===== config.mk =====
export PLATFORM = sky130hd
export DESIGN_NAME = adder_resp_monitor
export DESIGN_NICKNAME = d
export VERILOG_FILES = /design/src/rtl/adder_tb_pkg.sv /design/src/rtl/adder_resp_misr.sv /design/src/rtl/adder_resp_monitor.sv
export SDC_FILE = /design/constraint.sdc
export NUM_CORES = 1
export LEC_CHECK = 0
export CORE_MARGIN = 3
export CORE_UTILIZATION = 35
export CTS_BUF_LIST = sky130_fd_sc_hd__clkbuf_4 sky130_fd_sc_hd__clkbuf_8
export DETAILED_ROUTE_END_ITERATION = 10
export GPL_ROUTABILITY_DRIVEN = 0
export PLACE_DENSITY_LB_ADDON = 0.1
export SETUP_SLACK_MARGIN = 0.05
export SLEW_MARGIN = 20
export SYNTH_ARGS = -nofsm -noshare
export SYNTH_HDL_FRONTEND = slang
export SYNTH_SLANG_ARGS = --single-unit

===== constraint.sdc =====
create_clock -name clk -period 6.6 [get_ports clk]
set_input_delay 1.65 -clock clk [delete_from_list [all_inputs] [get_ports clk]]
set_output_delay 1.65 -clock clk [all_outputs]
set_load 0.1 [all_outputs]

===== src/rtl/adder_tb_pkg.sv =====
// Shared constants and state encoding for the adder response monitor.
package adder_tb_pkg;

  localparam int unsigned ADDER_WIDTH     = 16;
  localparam logic [15:0] ADDER_MISR_POLY = 16'hB400;

  typedef enum logic [1:0] {
    ST_IDLE,
    ST_RUN,
    ST_DRAIN,
    ST_DONE
  } mon_state_t;

  function automatic logic state_active(input mon_state_t s);
    return (s == ST_RUN) || (s == ST_DRAIN);
  endfunction

endpackage


===== src/rtl/adder_resp_misr.sv =====
// Multiple-input signature register folding each compared adder response
// (sum plus carry-out on bit 0) into a running signature.
module adder_resp_misr
  import adder_tb_pkg::*;
#(
  parameter int unsigned      WIDTH = ADDER_WIDTH,
  parameter logic [WIDTH-1:0] POLY  = WIDTH'(ADDER_MISR_POLY)
) (
  input  logic             clk,
  input  logic             rst,
  input  logic             clear,
  input  logic             en,
  input  logic [WIDTH-1:0] data,
  input  logic             cin,
  output logic [WIDTH-1:0] sig
);

  logic [WIDTH-1:0] r_sig;
  logic [WIDTH-1:0] w_sig_nxt;

  always_comb begin
    w_sig_nxt = {r_sig[WIDTH-2:0], 1'b0} ^ data ^ {{(WIDTH-1){1'b0}}, cin};
    if (r_sig[WIDTH-1]) begin
      w_sig_nxt = w_sig_nxt ^ POLY;
    end
  end

  always_ff @(posedge clk or negedge rst) begin
    if (!rst) begin
      r_sig <= '0;
    end else if (clear) begin
      r_sig <= '0;
    end else if (en) begin
      r_sig <= w_sig_nxt;
    end
  end

  assign sig = r_sig;

endmodule


===== src/rtl/adder_resp_monitor.sv =====
// Response-capture stage for the adder under test: realigns a golden sum to
// the adder latency, compares each pattern and accumulates counts and a MISR.
module adder_resp_monitor
  import adder_tb_pkg::*;
#(
  parameter int unsigned      WIDTH     = ADDER_WIDTH,
  parameter int unsigned      LATENCY   = 1,
  parameter int unsigned      PATTERNS  = 128,
  parameter logic [WIDTH-1:0] MISR_POLY = WIDTH'(ADDER_MISR_POLY)
) (
  input  logic             clk,
  input  logic             rst,
  input  logic             start,
  input  logic             in_valid,
  input  logic [WIDTH-1:0] a,
  input  logic [WIDTH-1:0] b,
  input  logic [WIDTH-1:0] dut_sum,
  input  logic             dut_cout,
  output logic             busy,
  output logic             done,
  output logic             pass,
  output logic [15:0]      pat_count,
  output logic [15:0]      err_count,
  output logic [15:0]      first_err_idx,
  output logic             first_err_valid,
  output logic [WIDTH-1:0] signature
);

  localparam logic [15:0] LP_PATTERNS = 16'(PATTERNS);

  mon_state_t r_state;
  mon_state_t w_state_nxt;

  logic [15:0]    r_issued;
  logic [15:0]    r_pat_count;
  logic [15:0]    r_err_count;
  logic [15:0]    r_first_err_idx;
  logic           r_first_err_valid;

  logic           w_run_start;
  logic           w_issue;
  logic           w_cmp_v;
  logic           w_cmp_fire;
  logic           w_last_cmp;
  logic           w_mismatch;
  logic           w_done;
  logic [WIDTH:0] w_exp_now;
  logic [WIDTH:0] w_cmp_exp;
  logic [WIDTH-1:0] w_sig;

  assign w_run_start = start && ((r_state == ST_IDLE) || (r_state == ST_DONE));
  assign w_issue     = (r_state == ST_RUN) && in_valid && (r_issued != LP_PATTERNS);
  assign w_exp_now   = {1'b0, a} + {1'b0, b};

  // Golden-sum alignment: the compare point sits LATENCY stages after issue,
  // or is the current-cycle sum when the adder is combinational.
  if (LATENCY == 0) begin : g_lat0
    assign w_cmp_v   = w_issue;
    assign w_cmp_exp = w_exp_now;
  end else begin : g_pipe
    logic [LATENCY-1:0] r_v;
    logic [WIDTH:0]     r_d [LATENCY];

    always_ff @(posedge clk or negedge rst) begin
      if (!rst) begin
        r_v <= '0;
        for (int unsigned i = 0; i < LATENCY; i++) begin
          r_d[i] <= '0;
        end
      end else begin
        r_d[0] <= w_exp_now;
        for (int unsigned i = 1; i < LATENCY; i++) begin
          r_d[i] <= r_d[i-1];
        end
        if (w_run_start) begin
          r_v <= '0;
        end else begin
          r_v[0] <= w_issue;
          for (int unsigned i = 1; i < LATENCY; i++) begin
            r_v[i] <= r_v[i-1];
          end
        end
      end
    end

    assign w_cmp_v   = r_v[LATENCY-1];
    assign w_cmp_exp = r_d[LATENCY-1];
  end

  assign w_cmp_fire = w_cmp_v && state_active(r_state) && (r_pat_count != LP_PATTERNS);
  assign w_last_cmp = w_cmp_fire && (r_pat_count == (LP_PATTERNS - 16'd1));
  assign w_mismatch = ({dut_cout, dut_sum} != w_cmp_exp);

  always_ff @(posedge clk or negedge rst) begin
    if (!rst) begin
      r_state <= ST_IDLE;
    end else begin
      r_state <= w_state_nxt;
    end
  end

  // The last compare moves straight to DONE so final counts and done
  // become visible on the same edge, whichever of RUN/DRAIN it lands in.
  always_comb begin
    w_state_nxt = r_state;
    case (r_state)
      ST_IDLE: begin
        if (start) w_state_nxt = ST_RUN;
      end
      ST_RUN: begin
        if (w_last_cmp) begin
          w_state_nxt = ST_DONE;
        end else if (r_issued == LP_PATTERNS) begin
          w_state_nxt = ST_DRAIN;
        end
      end
      ST_DRAIN: begin
        if (w_last_cmp || (r_pat_count == LP_PATTERNS)) w_state_nxt = ST_DONE;
      end
      ST_DONE: begin
        if (start) w_state_nxt = ST_RUN;
      end
      default: w_state_nxt = ST_IDLE;
    endcase
  end

  always_ff @(posedge clk or negedge rst) begin
    if (!rst) begin
      r_issued <= '0;
    end else if (w_run_start) begin
      r_issued <= '0;
    end else if (w_issue) begin
      r_issued <= r_issued + 16'd1;
    end
  end

  always_ff @(posedge clk or negedge rst) begin
    if (!rst) begin
      r_pat_count       <= '0;
      r_err_count       <= '0;
      r_first_err_idx   <= '0;
      r_first_err_valid <= 1'b0;
    end else if (w_run_start) begin
      r_pat_count       <= '0;
      r_err_count       <= '0;
      r_first_err_idx   <= '0;
      r_first_err_valid <= 1'b0;
    end else if (w_cmp_fire) begin
      r_pat_count <= r_pat_count + 16'd1;
      if (w_mismatch) begin
        if (r_err_count != '1) begin
          r_err_count <= r_err_count + 16'd1;
        end
        if (!r_first_err_valid) begin
          r_first_err_idx   <= r_pat_count;
          r_first_err_valid <= 1'b1;
        end
      end
    end
  end

  adder_resp_misr #(
    .WIDTH (WIDTH),
    .POLY  (MISR_POLY)
  ) u_misr (
    .clk   (clk),
    .rst   (rst),
    .clear (w_run_start),
    .en    (w_cmp_fire),
    .data  (dut_sum),
    .cin   (dut_cout),
    .sig   (w_sig)
  );

  assign w_done          = (r_state == ST_DONE);
  assign busy            = state_active(r_state);
  assign done            = w_done;
  assign pass            = w_done && (r_err_count == '0);
  assign pat_count       = r_pat_count;
  assign err_count       = r_err_count;
  assign first_err_idx   = r_first_err_idx;
  assign first_err_valid = r_first_err_valid;
  assign signature       = w_sig;

endmodule


==> run summary <==
RUN STATUS
--------------------------------------------------------------------------------------------------
Outcome                                                                               finished, final reports clean

GLOBAL ROUTE
--------------------------------------------------------------------------------------------------
First-pass GRT wire length                                                                 23.6 mm
GRT Total Usage                                                                              0.165
Number of antenna violations at the first check in global routing                                0
Remaining Overflow, GRT                                                                          0
Pin count of the biggest net entering global routing                                            66
Via count of the first global-routing pass                                                    4616

CTS
--------------------------------------------------------------------------------------------------
Clock transition time at the flip-flop clock pins of the worst setup and hold paths        0.09 ns
CTS tree                                                                                      done
Count of buffers added by post-CTS timing repair for setup                                       0
TritonCTS sink count                                                                           101
Maximum clock path buffer count                                                                  2
CTS resizes                                                                                      0
CTS H-tree lvls                                                                                  3
Worst-Skew Late Latency                                                                    0.38 ns
Clock buffer count from CTS                                                                      9
Clock tree root driver cell                                                           sky130_fd_sc_hd__clkbuf_8
Number of buffers inserted by hold repair at cts                                                 0

SETUP PATH
--------------------------------------------------------------------------------------------------
Data arrival time of the critical path                                                     2.62 ns
Crit start category                                                                           flop
Reg2reg path depth                                                                               8
Crit. End Element                                                                      output port
Largest stage delay on the critical path                                                   1.13 ns
Ordered list of cells on the worst path                                               inv_1, ha_1, nor4b_1, and4_1, clkdlybuf4s50_1
Startpoint-to-endpoint class of the critical path                                          reg2out
Master of the slowest instance on the critical path                                   sky130_fd_sc_hd__clkdlybuf4s50_1
Setup crit start                                                                      err_count[0]
Startpoint of the worst-slack reg-to-reg timing path                                    r_state[0]
Reg2Reg Capture Point                                                                 first_err_idx[3]
Minimum setup slack among reg-to-reg paths                                                 3.67 ns
Termination of the worst setup path                                                           pass
Maximum net fanout on the critical path                                                          7
Data required, critical path                                                               4.95 ns

STA
--------------------------------------------------------------------------------------------------
Number of max-slew violations in the final report                                                0
Sum of negative setup slack                                                                   0 ns
Final Hold Vio Count                                                                             0
Setup-failing EPs final                                                                          0
Fin crit share                                                                               0.647
Final worst slack                                                                          2.33 ns
Unrepaired setup endpoints after global routing                                              false
Max transition margin                                                                        0.313
Clk_skew                                                                                0.00635 ns
Maximum operating frequency                                                                234 MHz
Slew at the pin closest to its max-slew limit                                              1.03 ns
Min cycle time layout                                                                      4.27 ns

YOSYS
--------------------------------------------------------------------------------------------------
Yosys synthesis warning count                                                                    0
Cell Area, Synth                                                                          5620 um2
Count of state elements after synthesis                                                        101
Post-Synthesis Net Count                                                                       644
Most common flop cell mapped by yosys                                                 sky130_fd_sc_hd__dfrtp_1
Count of flip-flops with a built-in enable after synthesis                                       0
Synth cell types                                                                                57
Avg Inst Size Synth                                                                       9.94 um2
Sequential-to-total area share from yosys stat                                               0.450
Post-Syn Instances                                                                             565
Async set or reset register ratio after synthesis                                             1.00

DIE
--------------------------------------------------------------------------------------------------
Initial cell density of the core                                                             0.364
Core area                                                                                15400 um2
Die X                                                                                       133 um
Die footprint                                                                            17600 um2
Total number of placement rows                                                                  45
Die height                                                                                  133 um
Number of top-level pins                                                                       121

CELLS AND AREA
--------------------------------------------------------------------------------------------------
Final core occ                                                                               0.470
Relative area change from synthesis to final layout                                          29.1%
Fraction of final layout cells sized beyond drive strength 1                                0.0556
Number of antenna repair diodes                                                                  0
Cell Count, Final, Fillers Out                                                                 894
Footprint of the flip-flops and latches                                                   2530 um2
Commonest cells after routing, fill and taps aside                                    sky130_fd_sc_hd__clkdlybuf4s50_1 (119), sky130_fd_sc_hd__dfrtp_1 (101), sky130_fd_sc_hd__nor2_1 (59)
Area taken by multi-input logic gates                                                     2930 um2
Commonest non-fill, non-tap cell in the layout                                        sky130_fd_sc_hd__clkdlybuf4s50_1
Final-stage net count                                                                          757
Fillers                                                                                       1464

POWER
--------------------------------------------------------------------------------------------------
Power, Total                                                                             0.00220 W
Highest ir drop seen on vdd                                                               0.225 mV
Static leakage                                                                             3.00 nW
Power per Cell Area                                                                     303 nW/um2

PLACEMENT
--------------------------------------------------------------------------------------------------
Worst slack, placed                                                                        2.26 ns
HPWL Detailed                                                                              10.3 mm
Port Buffers                                                                                   120
Count of placed standard cells including taps                                                  878

ROUTING
--------------------------------------------------------------------------------------------------
Count of nets left with antenna violations after detail routing                                  0
Drt first-iter violations                                                                      193
Routed len/inst                                                                            15.7 um
Wire length reported by the detailed router                                                14.0 mm
Number of optimization iterations in the first detailed-route pass                               4
Post-DR vias/cell                                                                             5.12
Residual DRC                                                                                     0
Number of vias after detailed routing                                                         4573

HOLD PATH
--------------------------------------------------------------------------------------------------
Hold Path Class                                                                            reg2reg

RUN
--------------------------------------------------------------------------------------------------
Count of max-cap constraint violations                                                           0

-- cells by family after synthesis --
| group | share of synthesized area |
|---|---|
| xor+xnor | 0.117 |
| flops | 0.450 |
| compound gates | 0.168 |
| buf+inv | 0.0321 |
| simple gates | 0.174 |
| fa+ha+maj | 0.0593 |
-- layout make-up --
type / instances / area share
Inverter: 19 / 0.00983
Sequential cell: 101 / 0.348
Clock buffer: 12 / 0.0219
Tap cell: 211 / 0.0364
Clock inverter: 4 / 0.00966
Multi-Input combinational cell: 422 / 0.403
Timing Repair Buffer: 125 / 0.170
-- critical path: cells and delay by family (launching register included) --
kind,cells,cell delay [ns]
adder cells (fa/ha/maj),1,0.13
buffers and inverters,2,1.22
flip-flops,1,0.47
AND/OR/NAND/NOR,2,0.43
-- power breakdown --
part | switching (W) | leakage, nW | internal, W
Combinational | 0.000694 | 1.53 | 0.000292
Sequential | 0.0000725 | 1.35 | 0.000690
Clock | 0.000213 | 0.120 | 0.000237
Total | 0.000980 | 3.00 | 0.00122
-- how the worst min path moves through the flow --
stage,from,endpoint,slack (ns),cells past startpoint
2_1_floorplan,r_issued[15],r_issued[15],0.51,2
3_3_place_gp,first_err_idx[13],first_err_idx[13],0.48,1
3_5_place_dp,first_err_idx[6],first_err_idx[6],0.49,1
4_1_cts,first_err_idx[14],first_err_idx[14],0.51,1
5_1_grt,first_err_idx[12],first_err_idx[12],0.52,1
6_report,first_err_idx[14],first_err_idx[14],0.50,1
-- Yosys cell counts, drive strengths merged, types with 11 or more instances --
cell type / instances / area, um2
dfrtp: 101 / 2530
o21ai: 18 / 90.1
xnor2: 43 / 377
a211oi: 15 / 113
ha: 25 / 313
nand4: 12 / 75.1
nand2: 37 / 139
buf: 14 / 75.1
inv: 19 / 71.3
nor2: 60 / 228
o31ai: 17 / 128
a22o: 17 / 149
nor4: 11 / 68.8
xor2: 32 / 280
a21oi: 23 / 119
nand3: 20 / 100
-- flip-flops by register name (all words and copies together) (netlist names) --
name,count
err_count,16
first_err_idx,16
first_err_valid,1
g_pipe.r_d,17
g_pipe.r_v,1
pat_count,16
r_issued,16
r_state,2
u_misr.sig,16
-- per-stage QoR --
stage | hold slack [ns] | cell area (um2)
finish | 0.501 | 7250
global route | 0.517 | 7250
CTS | 0.509 | 7250
detailed placement | 0.485 | 7020
global placement | 0.485 | 7020
floorplan | 0.511 | 5620
-- routing by layer --
layer	up-vias	GRT usage	routed length [um]
li1	2263	-	-
met1	2180	0.204	6160
met3	12	0.0597	946
met2	118	0.274	6760
met5	-	0	0
met4	0	0.0427	143
(Power assumes the default switching activity.)
